--- src/rtl/game_pkg.sv ---
// Shared types and widths for the Breakout game sequencer.
package game_pkg;

  typedef enum logic [2:0] {
    ST_IDLE  = 3'd0,
    ST_SERVE = 3'd1,
    ST_PLAY  = 3'd2,
    ST_PAUSE = 3'd3,
    ST_OVER  = 3'd4,
    ST_WIN   = 3'd5
  } state_t;

  localparam int unsigned SCORE_W   = 9;
  localparam int unsigned SPEED_W   = 4;
  localparam int unsigned LIVES_W   = 3;
  localparam int unsigned SERVE_W   = 7;
  localparam int unsigned SCORE_MAX = 511;

endpackage

--- src/rtl/hit_popcount.sv ---
// Combinational count of set bits in an N-bit block-hit vector.
module hit_popcount #(
  parameter int unsigned N = 22,
  parameter int unsigned W = $clog2(N + 1)
) (
  input  logic [N-1:0] i_vec,
  output logic [W-1:0] o_cnt
);

  // Ripple sum of the individual hit bits.
  always_comb begin
    o_cnt = '0;
    for (int unsigned i = 0; i < N; i++) begin
      o_cnt = o_cnt + W'(i_vec[i]);
    end
  end

endmodule

--- src/rtl/game_ctrl.sv ---
// Breakout game sequencer: serve countdown, lives, score, ball speed,
// game over / win. Optional speed ramp enabled by GAME_CTRL_SPEED_RAMP_EN.
module game_ctrl
  import game_pkg::*;
#(
  parameter int unsigned LIVES           = 3,
  parameter int unsigned NUM_BLOCKS      = 22,
  parameter int unsigned SERVE_FRAMES    = 60,
  parameter int unsigned BASE_SPEED      = 5,
  parameter int unsigned MAX_SPEED       = 9,
  parameter int unsigned HITS_PER_STEP   = 4,
  parameter int unsigned SCORE_PER_BLOCK = 5
) (
  input  logic                  i_clk,
  input  logic                  i_rst_n,
  input  logic                  i_start,
  input  logic                  i_pause,
  input  logic                  i_ani_stb,
  input  logic                  i_ball_lost,
  input  logic [NUM_BLOCKS-1:0] i_col_detected,
  output logic                  o_mode,
  output logic                  o_animate,
  output logic [2:0]            o_state,
  output logic [LIVES_W-1:0]    o_lives,
  output logic [SPEED_W-1:0]    o_speed,
  output logic [SCORE_W-1:0]    o_score,
  output logic [SERVE_W-1:0]    o_serve_cnt,
  output logic                  o_game_over,
  output logic                  o_win
);

  localparam int unsigned POP_W = $clog2(NUM_BLOCKS + 1);

  state_t                  state_q, state_d;
  logic [LIVES_W-1:0]      lives_q, lives_d;
  logic [SPEED_W-1:0]      speed_q, speed_d;
  logic [SCORE_W-1:0]      score_q, score_d;
  logic [SERVE_W-1:0]      serve_q, serve_d;
  logic [NUM_BLOCKS-1:0]   prev_q, prev_d;
  logic [NUM_BLOCKS-1:0]   new_hits;
  logic [POP_W-1:0]        new_cnt;
  logic [15:0]             score_sum;
  logic [SCORE_W-1:0]      score_sat;
  logic [SPEED_W-1:0]      ramp_speed;
  logic                    lost_q;
  logic                    lost_ev;
  logic                    all_hit;
  logic                    mode_q, animate_q, over_q, win_q;

  assign new_hits = i_col_detected & ~prev_q;
  assign lost_ev  = i_ball_lost & ~lost_q;
  assign all_hit  = &i_col_detected;

  hit_popcount #(
    .N (NUM_BLOCKS),
    .W (POP_W)
  ) u_popcount (
    .i_vec (new_hits),
    .o_cnt (new_cnt)
  );

  // Score accumulation with saturation at the display maximum.
  always_comb begin
    score_sum = 16'(score_q) + 16'(SCORE_PER_BLOCK) * 16'(new_cnt);
    score_sat = (score_sum > 16'(SCORE_MAX)) ? SCORE_W'(SCORE_MAX) : score_sum[SCORE_W-1:0];
  end

`ifdef GAME_CTRL_SPEED_RAMP_EN
  localparam int unsigned HIT_W      = $clog2(HITS_PER_STEP + NUM_BLOCKS + 1);
  localparam int unsigned STEP_ITERS = (HITS_PER_STEP - 1 + NUM_BLOCKS) / HITS_PER_STEP;

  logic [HIT_W-1:0]   hit_q, hit_d, hit_acc;
  logic [SPEED_W-1:0] spd_acc;

  // Many blocks can fall in one frame, so the step is unrolled to cover
  // the worst case of every block being newly hit at once.
  always_comb begin
    hit_acc = hit_q + HIT_W'(new_cnt);
    spd_acc = speed_q;
    for (int unsigned i = 0; i < STEP_ITERS; i++) begin
      if (hit_acc >= HIT_W'(HITS_PER_STEP)) begin
        hit_acc = hit_acc - HIT_W'(HITS_PER_STEP);
        if (spd_acc < SPEED_W'(MAX_SPEED)) begin
          spd_acc = spd_acc + SPEED_W'(1);
        end
      end
    end
    ramp_speed = spd_acc;
  end
`else
  assign ramp_speed = SPEED_W'(BASE_SPEED);
`endif

  // Next-state and next-counter logic.
  always_comb begin
    state_d = state_q;
    lives_d = lives_q;
    speed_d = speed_q;
    score_d = score_q;
    serve_d = serve_q;
    prev_d  = prev_q;
`ifdef GAME_CTRL_SPEED_RAMP_EN
    hit_d   = hit_q;
`endif

    if (state_q == ST_SERVE || state_q == ST_PLAY || state_q == ST_PAUSE) begin
      prev_d  = i_col_detected;
      score_d = score_sat;
      speed_d = ramp_speed;
`ifdef GAME_CTRL_SPEED_RAMP_EN
      hit_d   = hit_acc;
`endif
    end

    unique case (state_q)
      ST_IDLE: begin
        lives_d = LIVES_W'(LIVES);
        speed_d = SPEED_W'(BASE_SPEED);
        score_d = '0;
        prev_d  = '0;
        serve_d = '0;
`ifdef GAME_CTRL_SPEED_RAMP_EN
        hit_d   = '0;
`endif
        if (i_start) begin
          state_d = ST_SERVE;
          serve_d = SERVE_W'(SERVE_FRAMES);
        end
      end
      ST_SERVE: begin
        if (all_hit) begin
          state_d = ST_WIN;
        end else if (i_ani_stb) begin
          if (serve_q == '0) state_d = ST_PLAY;
          else               serve_d = serve_q - SERVE_W'(1);
        end
      end
      ST_PLAY: begin
        // Win outranks a simultaneous lost ball, so lives stay intact.
        if (all_hit) begin
          state_d = ST_WIN;
        end else if (lost_ev) begin
          lives_d = lives_q - LIVES_W'(1);
          speed_d = SPEED_W'(BASE_SPEED);
          if (lives_q == LIVES_W'(1)) begin
            state_d = ST_OVER;
          end else begin
            state_d = ST_SERVE;
            serve_d = SERVE_W'(SERVE_FRAMES);
          end
        end else if (i_pause) begin
          state_d = ST_PAUSE;
        end
      end
      ST_PAUSE: begin
        if (all_hit)       state_d = ST_WIN;
        else if (!i_pause) state_d = ST_PLAY;
      end
      ST_OVER, ST_WIN: begin
        if (i_start) state_d = ST_IDLE;
      end
      default: state_d = ST_IDLE;
    endcase
  end

  // State, counters and decoded outputs.
  always_ff @(posedge i_clk or negedge i_rst_n) begin
    if (!i_rst_n) begin
      state_q   <= ST_IDLE;
      lives_q   <= LIVES_W'(LIVES);
      speed_q   <= SPEED_W'(BASE_SPEED);
      score_q   <= '0;
      serve_q   <= '0;
      prev_q    <= '0;
      lost_q    <= 1'b0;
      mode_q    <= 1'b0;
      animate_q <= 1'b0;
      over_q    <= 1'b0;
      win_q     <= 1'b0;
`ifdef GAME_CTRL_SPEED_RAMP_EN
      hit_q     <= '0;
`endif
    end else begin
      state_q   <= state_d;
      lives_q   <= lives_d;
      speed_q   <= speed_d;
      score_q   <= score_d;
      serve_q   <= serve_d;
      prev_q    <= prev_d;
      lost_q    <= i_ball_lost;
      mode_q    <= (state_d != ST_IDLE);
      animate_q <= (state_d == ST_PLAY);
      over_q    <= (state_d == ST_OVER);
      win_q     <= (state_d == ST_WIN);
`ifdef GAME_CTRL_SPEED_RAMP_EN
      hit_q     <= hit_d;
`endif
    end
  end

  assign o_state     = state_q;
  assign o_lives     = lives_q;
  assign o_speed     = speed_q;
  assign o_score     = score_q;
  assign o_serve_cnt = serve_q;
  assign o_mode      = mode_q;
  assign o_animate   = animate_q;
  assign o_game_over = over_q;
  assign o_win       = win_q;

endmodule

--- config.mk ---
export PLATFORM = sky130hd
export DESIGN_NAME = game_ctrl
export DESIGN_NICKNAME = d
export VERILOG_FILES = /design/src/rtl/game_pkg.sv /design/src/rtl/hit_popcount.sv /design/src/rtl/game_ctrl.sv
export SDC_FILE = /design/constraint.sdc
export NUM_CORES = 1
export LEC_CHECK = 0
export BUFFER_PORTS_ARGS = -buffer_cell sky130_fd_sc_hd__buf_4
export CAP_MARGIN = 20
export CORE_MARGIN = 3
export CORE_UTILIZATION = 38
export CTS_BUF_LIST = sky130_fd_sc_hd__clkbuf_2 sky130_fd_sc_hd__clkbuf_4 sky130_fd_sc_hd__clkbuf_8
export CTS_CLUSTER_DIAMETER = 200
export DETAILED_ROUTE_END_ITERATION = 6
export HOLD_SLACK_MARGIN = 0.02
export PLACE_DENSITY = 0.56
export SLEW_MARGIN = 30
export SYNTH_ARGS = -nofsm -noshare
export SYNTH_HDL_FRONTEND = slang
export SYNTH_SLANG_ARGS = --single-unit
--- constraint.sdc ---
create_clock -name i_clk -period 9.6 [get_ports i_clk]
set_input_delay 1.92 -clock i_clk [delete_from_list [all_inputs] [get_ports i_clk]]
set_output_delay 1.92 -clock i_clk [all_outputs]
set_load 0.01 [all_outputs]
==> results of run 1 <==
[synth_stat cells (5+ instances only)]
cell type	n
nand2b_1	19
nor2b_1	14
dfrtp_1	49
clkbuf_1	7
a22o_1	22
fa_1	19
ha_1	25
xnor2_1	5
o21ai_0	20
nor2_1	22
nand2_1	19
a21oi_1	15
nand4_1	8
inv_1	38
[sequential cells by signal, summed over array words and instances, names as in the netlist]
register	count
o_serve_cnt	7
o_state	3
o_animate	1
o_lives	3
o_score	9
o_speed	4
prev_q	22
o_win	1
o_mode	1
o_game_over	1
lost_q	1
[layout make-up]
| class | instances | area [um^2] |
|---|---|---|
| Multi-Input combinational cell | 245 | 2000 |
| Clock buffer | 7 | 90.1 |
| Timing Repair Buffer | 58 | 435 |
| Clock inverter | 1 | 30.0 |
| Fill cell | 864 | 4720 |
| Sequential cell | 53 | 1330 |
| Tap cell | 108 | 135 |
| Inverter | 38 | 143 |
[path summary, 6_finish.rpt]
check,endpoint,from,slack (ns),cells after the start
min,o_speed[3]$_DFF_PN0_,o_speed[3]$_DFF_PN0_,0.49,1
max in group asynchronous,prev_q[12]$_DFFE_PN0P_,i_rst_n,7.50,1
min reg2reg,o_speed[3]$_DFF_PN0_,o_speed[3]$_DFF_PN0_,0.49,1
min in group asynchronous,o_score[0]$_DFFE_PN0P_,i_rst_n,1.64,1
max reg2reg,o_score[4]$_DFFE_PN0P_,prev_q[1]$_DFFE_PN0P_,2.85,25
max,o_score[4]$_DFFE_PN0P_,i_col_detected[0],1.43,26
[cells by family after synthesis]
| logic type | count (synthesis) |
|---|---|
| flops | 53 |
| simple gates | 105 |
| fa+ha+maj | 44 |
| xor+xnor | 5 |
| compound gates | 87 |
| mux | 4 |
| buf+inv | 50 |
[through the flow]
stage	setup slack, ns	instances	utilization
floorplan	1.55	348	-
global placement	1.22	502	0.455
detailed placement	1.06	502	0.455
CTS	1.39	510	0.469
global route	1.05	510	0.469
finish	1.43	510	0.469
[metal layers]
| layer | global-route usage | vias to the layer above | part of all wire |
|---|---|---|---|
| li1 | - | 1320 | - |
| met1 | 0.221 | 1304 | 0.48 |
| met2 | 0.255 | 59 | 0.47 |
| met3 | 0.0259 | 7 | 0.036 |
| met4 | 0.0343 | 0 | 0.0086 |
| met5 | 0 | - | 0 |
==> results by group, run 1 <==
Job
  • Max Cap Violations: 0

Worst setup path
  • CP startpoint kind: input pin
  • Req. time, crit path: 9.80 ns
  • CP peak stage delay: 0.54 ns
  • CP Max Fanout: 8
  • Crit path kind: in -> reg
  • Slowest CP cell: fa_1
  • CP endpoint kind: register
  • Buf/Inv on CP: 6
  • Cell family with most CP delay: adder cells
  • WP data arrival: 8.37 ns
  • Top cell by count, worst path: fa_1

Placement
  • Post-DP HPWL: 5.77 mm
  • Dpl cell area: 0.00405 mm^2
  • Gpl congestion: 0.783
  • Port Buffers: 57

Synth
  • Yosys cell types: 52
  • Synth Cell Area: 0.00353 mm^2
  • Top post-synthesis cells by area: dfrtp_1, fa_1, ha_1, a22o_1, inv_1
  • Synth top area share: 0.347
  • Synthesized area per cell: 10.1 um^2
  • Synth Register Bits: 53
  • Gate count of the mapped netlist: 348
  • Syn Nets: 420
  • Synth Area in Compound Gates: 0.179
  • Post-Synth Simple-Gate Area: 0.165
  • Register area share after synthesis: 0.377
  • Proportion of synthesized area in mux cells: 0.0142
  • Async SR Flop Fraction: 1.00
  • Adder-Cell Fraction of Synth Area: 0.196
  • Synth Flop Type: dfrtp_1
  • Post-synth EDFFs: 0
  • Post-Synth XOR/XNOR Area: 0.0124
  • YS warnings: 0
  • Cell type with the highest aggregate area in the netlist: dfrtp_1
  • Main combinational cell family by area after synthesis: adder cells

Global route
  • Vias in the first global route: 2739
  • First-pass GRT wire length: 13.1 mm
  • Largest net degree at the start of global routing: 54
  • Total GRT Usage: 0.157
  • Overflow after GRT: 0
  • Antenna violations before repair: 0

STA
  • Tightest Pin Transition: 0.721 ns
  • Period minus WS final: 8.17 ns
  • Worst Skew: 0.0144 ns
  • Slew Limit Fails: 0
  • Hold_ws: 0.492 ns
  • RSZ-0062 raised after global routing: no
  • Setup-failing EPs final: 0
  • Final Cycle Share: 0.851
  • Final hold viol count: 0
  • TNS Setup: 0 ns
  • Slew headroom: 0.519
  • Max frequency: 122 MHz

Floorplanning
  • Die width: 102 um
  • Num ports: 58
  • Starting Density: 0.397
  • Die area: 0.0105 mm^2
  • Die height: 102 um
  • Row Count: 34
  • Core ar.: 0.00889 mm^2

Clock tree
  • Post-CTS setup buffers: 0
  • Resize count post-CTS: 0
  • Clock Root Buffer: clkbuf_8
  • Hold_buf cts: 0
  • CTS tree: built
  • Clock latency on the worst-skew pair: 0.31 ns
  • H-tree depth: 2
  • Clock buffer depth: 2
  • Clock transition at path regs: 0.10 ns
  • Num CTS Buffers: 5
  • Sink Count: 53

Outcome
  • Outcome: complete, no violations

Route
  • Final wirelength: 7.78 mm
  • # DRC: 0
  • Antenna-violating nets left: 0
  • 1st-iter DRT viols: 97
  • Via/cell ratio: 5.27
  • Via count: 2690
  • WL per Instance: 15.3 um
  • DRT Pass-1 Iters: 4

Layout
  • Most common cell after layout, fill and taps aside: buf_4
  • N_diodes: 0
  • Area grow syn2layout: 18.0%
  • Share of layout cells above drive strength 1: 0.197
  • NumNets Final: 473
  • Most frequent cells in the layout: buf_4, dfrtp_1, inv_1, ha_1
  • Design area: 0.00417 mm^2

Hold path
  • Min-delay worst type: reg -> reg
Power of run 1 is not shown: default switching activity piles up to over one toggle a cycle in this logic, so the estimate is an artifact.
==> run 2: changes to the inputs <==
CORE_UTILIZATION = 60   (was 38)
PLACE_DENSITY = 0.82   (was 0.56)
SKIP_LAST_GASP = 1   (was unset)
==> run 2 against run 1 <==
Effect of this change: setup slack got worse by 0.023 ns; count of clock-buffer cells in the layout unchanged; wire length decreased by 1.3%; final cell count decreased by 7.1%; worst hold slack improved by 0.0024 ns; flip-flop and latch count unchanged; critical endpoint is now o_score[8]$_DFFE_PN0P_; highest routed layer unchanged.
==> results by group, run 2 (same netlist as run 1, synthesis figures left out) <==
Floorplanning
  • Row Count: 27 (-21%)
  • Die width: 82.7 um (-19%)
  • Die height: 82.7 um (-19%)
  • Num ports: 58 (unchanged)
  • Core ar.: 0.00561 mm^2 (-37%)
  • Die area: 0.00684 mm^2 (-35%)
  • Starting Density: 0.630 (+0.233)

Global route
  • GR Util met3: 0.0380 (+0.0120)
  • Total GRT Usage: 0.240 (+0.0835)
  • Overflow after GRT: 0 (unchanged)
  • Largest net degree at the start of global routing: 54 (unchanged)
  • Met1 Use GR: 0.321 (+0.100)
  • Vias in the first global route: 2775 (+1.3%)
  • Antenna violations before repair: 0 (unchanged)
  • GRT Max-Usage Layer: met2
  • Grt met2 use: 0.405 (+0.150)
  • First-pass GRT wire length: 12.6 mm (-3.4%)

STA
  • Max frequency: 122 MHz (-0.28%)
  • Slew Limit Fails: 0 (unchanged)
  • Hold_ws: 0.494 ns (+0.00242 ns)
  • Period minus WS final: 8.19 ns (+0.0229 ns)
  • Worst Skew: 0.00938 ns (-0.00507 ns)
  • Final hold viol count: 0 (unchanged)
  • RSZ-0062 raised after global routing: no
  • Slew headroom: 0.541 (+0.0222)
  • Final Cycle Share: 0.853 (+0.00239)
  • Setup-failing EPs final: 0 (unchanged)
  • Tightest Pin Transition: 0.688 ns (-0.0334 ns)
  • TNS Setup: 0 ns (unchanged)

Layout
  • Share of layout cells above drive strength 1: 0.197 (unchanged)
  • N_diodes: 0 (unchanged)
  • Area grow syn2layout: 16.8%
  • Number of flip-flops in the largest register: 22 (unchanged)
  • Most frequent cells in the layout: buf_4, dfrtp_1, inv_1, ha_1
  • Most common cell after layout, fill and taps aside: buf_4
  • Fill count: 419 (-52%)
  • NumNets Final: 473 (unchanged)
  • Top reg by flops: prev_q

Worst setup path
  • R2R cell count: 25 (unchanged)
  • Slowest CP cell: fa_1
  • Cell family with most CP delay: adder cells
  • WP data arrival: 8.41 ns (+0.04 ns)
  • Crit path kind: in -> reg
  • R2R setup slack: 2.83 ns (-0.02 ns)
  • Reg2reg start: prev_q[0]$_DFFE_PN0P_
  • Buf/Inv on CP: 6 (unchanged)
  • Top cell by count, worst path: fa_1
  • CP peak stage delay: 0.55 ns (about the same)
  • CP endpoint kind: register
  • CP startpoint kind: input pin
  • Req. time, crit path: 9.82 ns (+0.02 ns)
  • Worst flop-to-flop path endpoint: o_score[8]$_DFFE_PN0P_
  • CP Max Fanout: 4 (-4)

Placement
  • Gpl congestion: 0.912 (+16%)
  • Port Buffers: 57 (unchanged)
  • Post-DP HPWL: 5.66 mm (-1.9%)

Route
  • DRT Pass-1 Iters: 4 (unchanged)
  • Via/cell ratio: 5.83 (+11%)
  • Antenna-violating nets left: 0 (unchanged)
  • Via count: 2765 (+2.8%)
  • 1st-iter DRT viols: 173 (+78%)
  • WL per Instance: 16.2 um (+6.2%)
  • Final wirelength: 7.68 mm (-1.3%)
  • # DRC: 0 (unchanged)

Clock tree
  • H-tree depth: 2 (unchanged)
  • Num CTS Buffers: 5 (unchanged)
  • CTS tree: built
  • Clock buffer depth: 2 (unchanged)
  • Resize count post-CTS: 0 (unchanged)
  • Clock Root Buffer: clkbuf_8
  • Sink Count: 53 (unchanged)
  • Hold_buf cts: 0 (unchanged)
  • Clock transition at path regs: 0.09 ns (about the same)
  • Clock latency on the worst-skew pair: 0.31 ns (about the same)
  • Post-CTS setup buffers: 0 (unchanged)

Hold path
  • Hold path endpoint: o_speed[3]$_DFF_PN0_
  • Hold path depth: 1 (unchanged)
  • Min-delay worst type: reg -> reg
  • Hold Path Origin: o_speed[3]$_DFF_PN0_

Job
  • Max Cap Violations: 0 (unchanged)

Outcome
  • Outcome: complete, no violations
run 2: final cells by class:
type | count | area (um^2) | area share
clock buffers | 7 | 90.1 | 0.0218
clock inverters | 1 | 30.0 | 0.00728
inverters | 38 | 143 | 0.0346
multi-input cells | 245 | 2000 | 0.486
flip-flops and latches | 53 | 1330 | 0.323
well taps | 72 | 90.1 | 0.0218
repair buffers | 58 | 435 | 0.106
run 2: through the flow:
stage | util | cells | setup WS [ns] | instance area (um^2)
detailed placement | 0.714 | 466 | 1.09 | 4000
CTS | 0.735 | 474 | 1.40 | 4120
global route | 0.735 | 474 | 1.03 | 4120
global placement | 0.714 | 466 | 1.29 | 4000
finish | 0.735 | 474 | 1.41 | 4120
floorplan | - | 348 | 1.55 | 3530
run 2: worst max-delay path by stage:
stage	from	cells after the start	end
global route	i_col_detected[0]	26	o_score[4]$_DFFE_PN0P_
finish	i_col_detected[0]	26	o_score[8]$_DFFE_PN0P_
detailed placement	i_col_detected[0]	22	o_score[4]$_DFFE_PN0P_
global placement	i_col_detected[0]	26	o_score[3]$_DFFE_PN0P_
CTS	i_col_detected[0]	22	o_score[4]$_DFFE_PN0P_
floorplan	i_col_detected[0]	25	o_score[7]$_DFFE_PN0P_
run 2: metal layers:
| metal | share of wire | wire length, um |
|---|---|---|
| met5 | 0 | 0 |
| met4 | 0.018 | 137 |
| met3 | 0.049 | 377 |
| met2 | 0.50 | 3850 |
| met1 | 0.43 | 3320 |
Power of run 2 is left out for the same reason.
==> run 3: changes to the inputs <==
clock period = 9.65 ns   (was 9.6 ns; I/O delays follow)
==> run 3 against run 2 <==
Effect of this change: first-iteration DRC count down 6.9%; utilization unchanged; via count up 1.1%; register-to-register slack better by 0.12 ns; final cell count unchanged; wire length about the same; sequential share of layout area unchanged; largest cell class unchanged.
==> results by group, run 3 (same netlist as run 1, synthesis figures left out) <==
Outcome
  • Outcome: complete, no violations

STA
  • Period minus WS final: 8.13 ns
  • Max frequency: 123 MHz
  • Setup-failing EPs final: 0 (unchanged)
  • Final hold viol count: 0 (unchanged)
  • Tightest Pin Transition: 0.697 ns (+0.00879 ns)
  • Worst Skew: 0.00518 ns (-0.00419 ns)
  • Final Cycle Share: 0.842
  • TNS Setup: 0 ns (unchanged)
  • Slew Limit Fails: 0 (unchanged)
  • Slew headroom: 0.535 (-0.00586)
  • RSZ-0062 raised after global routing: no

Floorplanning
  • Num ports: 58 (unchanged)
  • Die area: 0.00684 mm^2 (unchanged)
  • Row Count: 27 (unchanged)
  • Die height: 82.7 um (unchanged)
  • Starting Density: 0.630 (unchanged)
  • Die width: 82.7 um (unchanged)
  • Core ar.: 0.00561 mm^2 (unchanged)

Clock tree
  • Clock transition at path regs: 0.09 ns (about the same)
  • CTS tree: built
  • Hold_buf cts: 0 (unchanged)
  • Clock buffer depth: 2 (unchanged)
  • Sink Count: 53 (unchanged)
  • Resize count post-CTS: 0 (unchanged)
  • Post-CTS setup buffers: 0 (unchanged)
  • Num CTS Buffers: 5 (unchanged)
  • Clock Root Buffer: clkbuf_8
  • H-tree depth: 2 (unchanged)
  • Clock latency on the worst-skew pair: 0.31 ns (about the same)

Global route
  • Antenna violations before repair: 0 (unchanged)
  • Overflow after GRT: 0 (unchanged)
  • Vias in the first global route: 2662 (-4.1%)
  • Total GRT Usage: 0.235 (-0.00551)
  • First-pass GRT wire length: 12.3 mm (-2.7%)
  • Largest net degree at the start of global routing: 54 (unchanged)

Worst setup path
  • Buf/Inv on CP: 6 (unchanged)
  • Req. time, crit path: 9.85 ns (+0.03 ns)
  • CP startpoint kind: input pin
  • Cell family with most CP delay: adder cells
  • Top cell by count, worst path: fa_1
  • Stages on worst setup path: 26 (unchanged)
  • R2R cell count: 25 (unchanged)
  • CP Max Fanout: 8 (+4)
  • Crit path kind: in -> reg
  • WP data arrival: 8.32 ns (-0.09 ns)
  • CP endpoint kind: register
  • Reg2reg start: prev_q[0]$_DFFE_PN0P_
  • R2R setup slack: 2.95 ns (+0.12 ns)
  • Slowest CP cell: fa_1
  • Worst flop-to-flop path endpoint: o_score[3]$_DFFE_PN0P_
  • CP peak stage delay: 0.54 ns (about the same)

Layout
  • Multi-input combinational cell area: 0.00200 mm^2 (unchanged)
  • Number of flip-flops in the largest register: 22 (unchanged)
  • Reg area: 0.00133 mm^2 (unchanged)
  • Most common cell after layout, fill and taps aside: buf_4
  • N_diodes: 0 (unchanged)
  • Fill count: 415 (-0.95%)
  • NumNets Final: 473 (unchanged)
  • Area grow syn2layout: 16.8% (unchanged)
  • Most frequent cells in the layout: buf_4, dfrtp_1, inv_1, ha_1
  • Top reg by flops: prev_q
  • Share of layout cells above drive strength 1: 0.197 (unchanged)

Route
  • Via/cell ratio: 5.90 (+1.1%)
  • Via count: 2795 (+1.1%)
  • Antenna-violating nets left: 0 (unchanged)
  • Final wirelength: 7.68 mm (about the same)
  • WL per Instance: 16.2 um (about the same)
  • 1st-iter DRT viols: 161 (-6.9%)
  • DRT Pass-1 Iters: 5 (+1)
  • # DRC: 0 (unchanged)

Job
  • Max Cap Violations: 0 (unchanged)

Hold path
  • Hold path depth: 1 (unchanged)
  • Hold path endpoint: o_speed[3]$_DFF_PN0_
  • Hold Path Origin: o_speed[3]$_DFF_PN0_
  • Min-delay worst type: reg -> reg

Placement
  • Gpl congestion: 0.911 (about the same)
  • Port Buffers: 57 (unchanged)
  • Post-DP HPWL: 5.53 mm (-2.3%)
run 3: changes by cell type in the layout (fill, tap and decap cells not counted):
cell and delta:
clkinvlp_4 +1, clkbuf_4 -1
run 3: how the worst max path moves through the flow:
stage                            startpoint                      to
after floorplan           i_col_detected[0]  o_score[7]$_DFFE_PN0P_
after global placement    i_col_detected[0]  o_score[3]$_DFFE_PN0P_
after detailed placement  i_col_detected[1]  o_score[3]$_DFFE_PN0P_
after CTS                 i_col_detected[0]  o_score[3]$_DFFE_PN0P_
after global routing      i_col_detected[0]  o_score[3]$_DFFE_PN0P_
final                     i_col_detected[0]  o_score[3]$_DFFE_PN0P_
run 3: layer usage:
metal  up-vias  global-route usage  share of wire
met5         -                   0              0
met4         0              0.0866          0.021
met3        16              0.0477          0.058
met2       105               0.385           0.50
met1      1355               0.308           0.42
li1       1319                   -              -
run 3: area by class of cell:
cell class | count | area share
Timing Repair Buffer | 58 | 0.106
Clock inverter | 2 | 0.00910
Tap cell | 72 | 0.0218
Inverter | 38 | 0.0346
Clock buffer | 6 | 0.0200
Multi-Input combinational cell | 245 | 0.486
Sequential cell | 53 | 0.323
run 3: through the flow:
| stage | hold WS (ns) | utilization | instance area (um^2) | instances | worst slack [ns] |
|---|---|---|---|---|---|
| floorplan | 0.471 | - | 3530 | 348 | 1.59 |
| global placement | 0.471 | 0.714 | 4000 | 466 | 1.33 |
| detailed placement | 0.476 | 0.714 | 4000 | 466 | 1.18 |
| CTS | 0.499 | 0.735 | 4120 | 474 | 1.49 |
| global route | 0.514 | 0.735 | 4120 | 474 | 1.18 |
| finish | 0.495 | 0.735 | 4120 | 474 | 1.52 |
Power of run 3 is left out for the same reason.
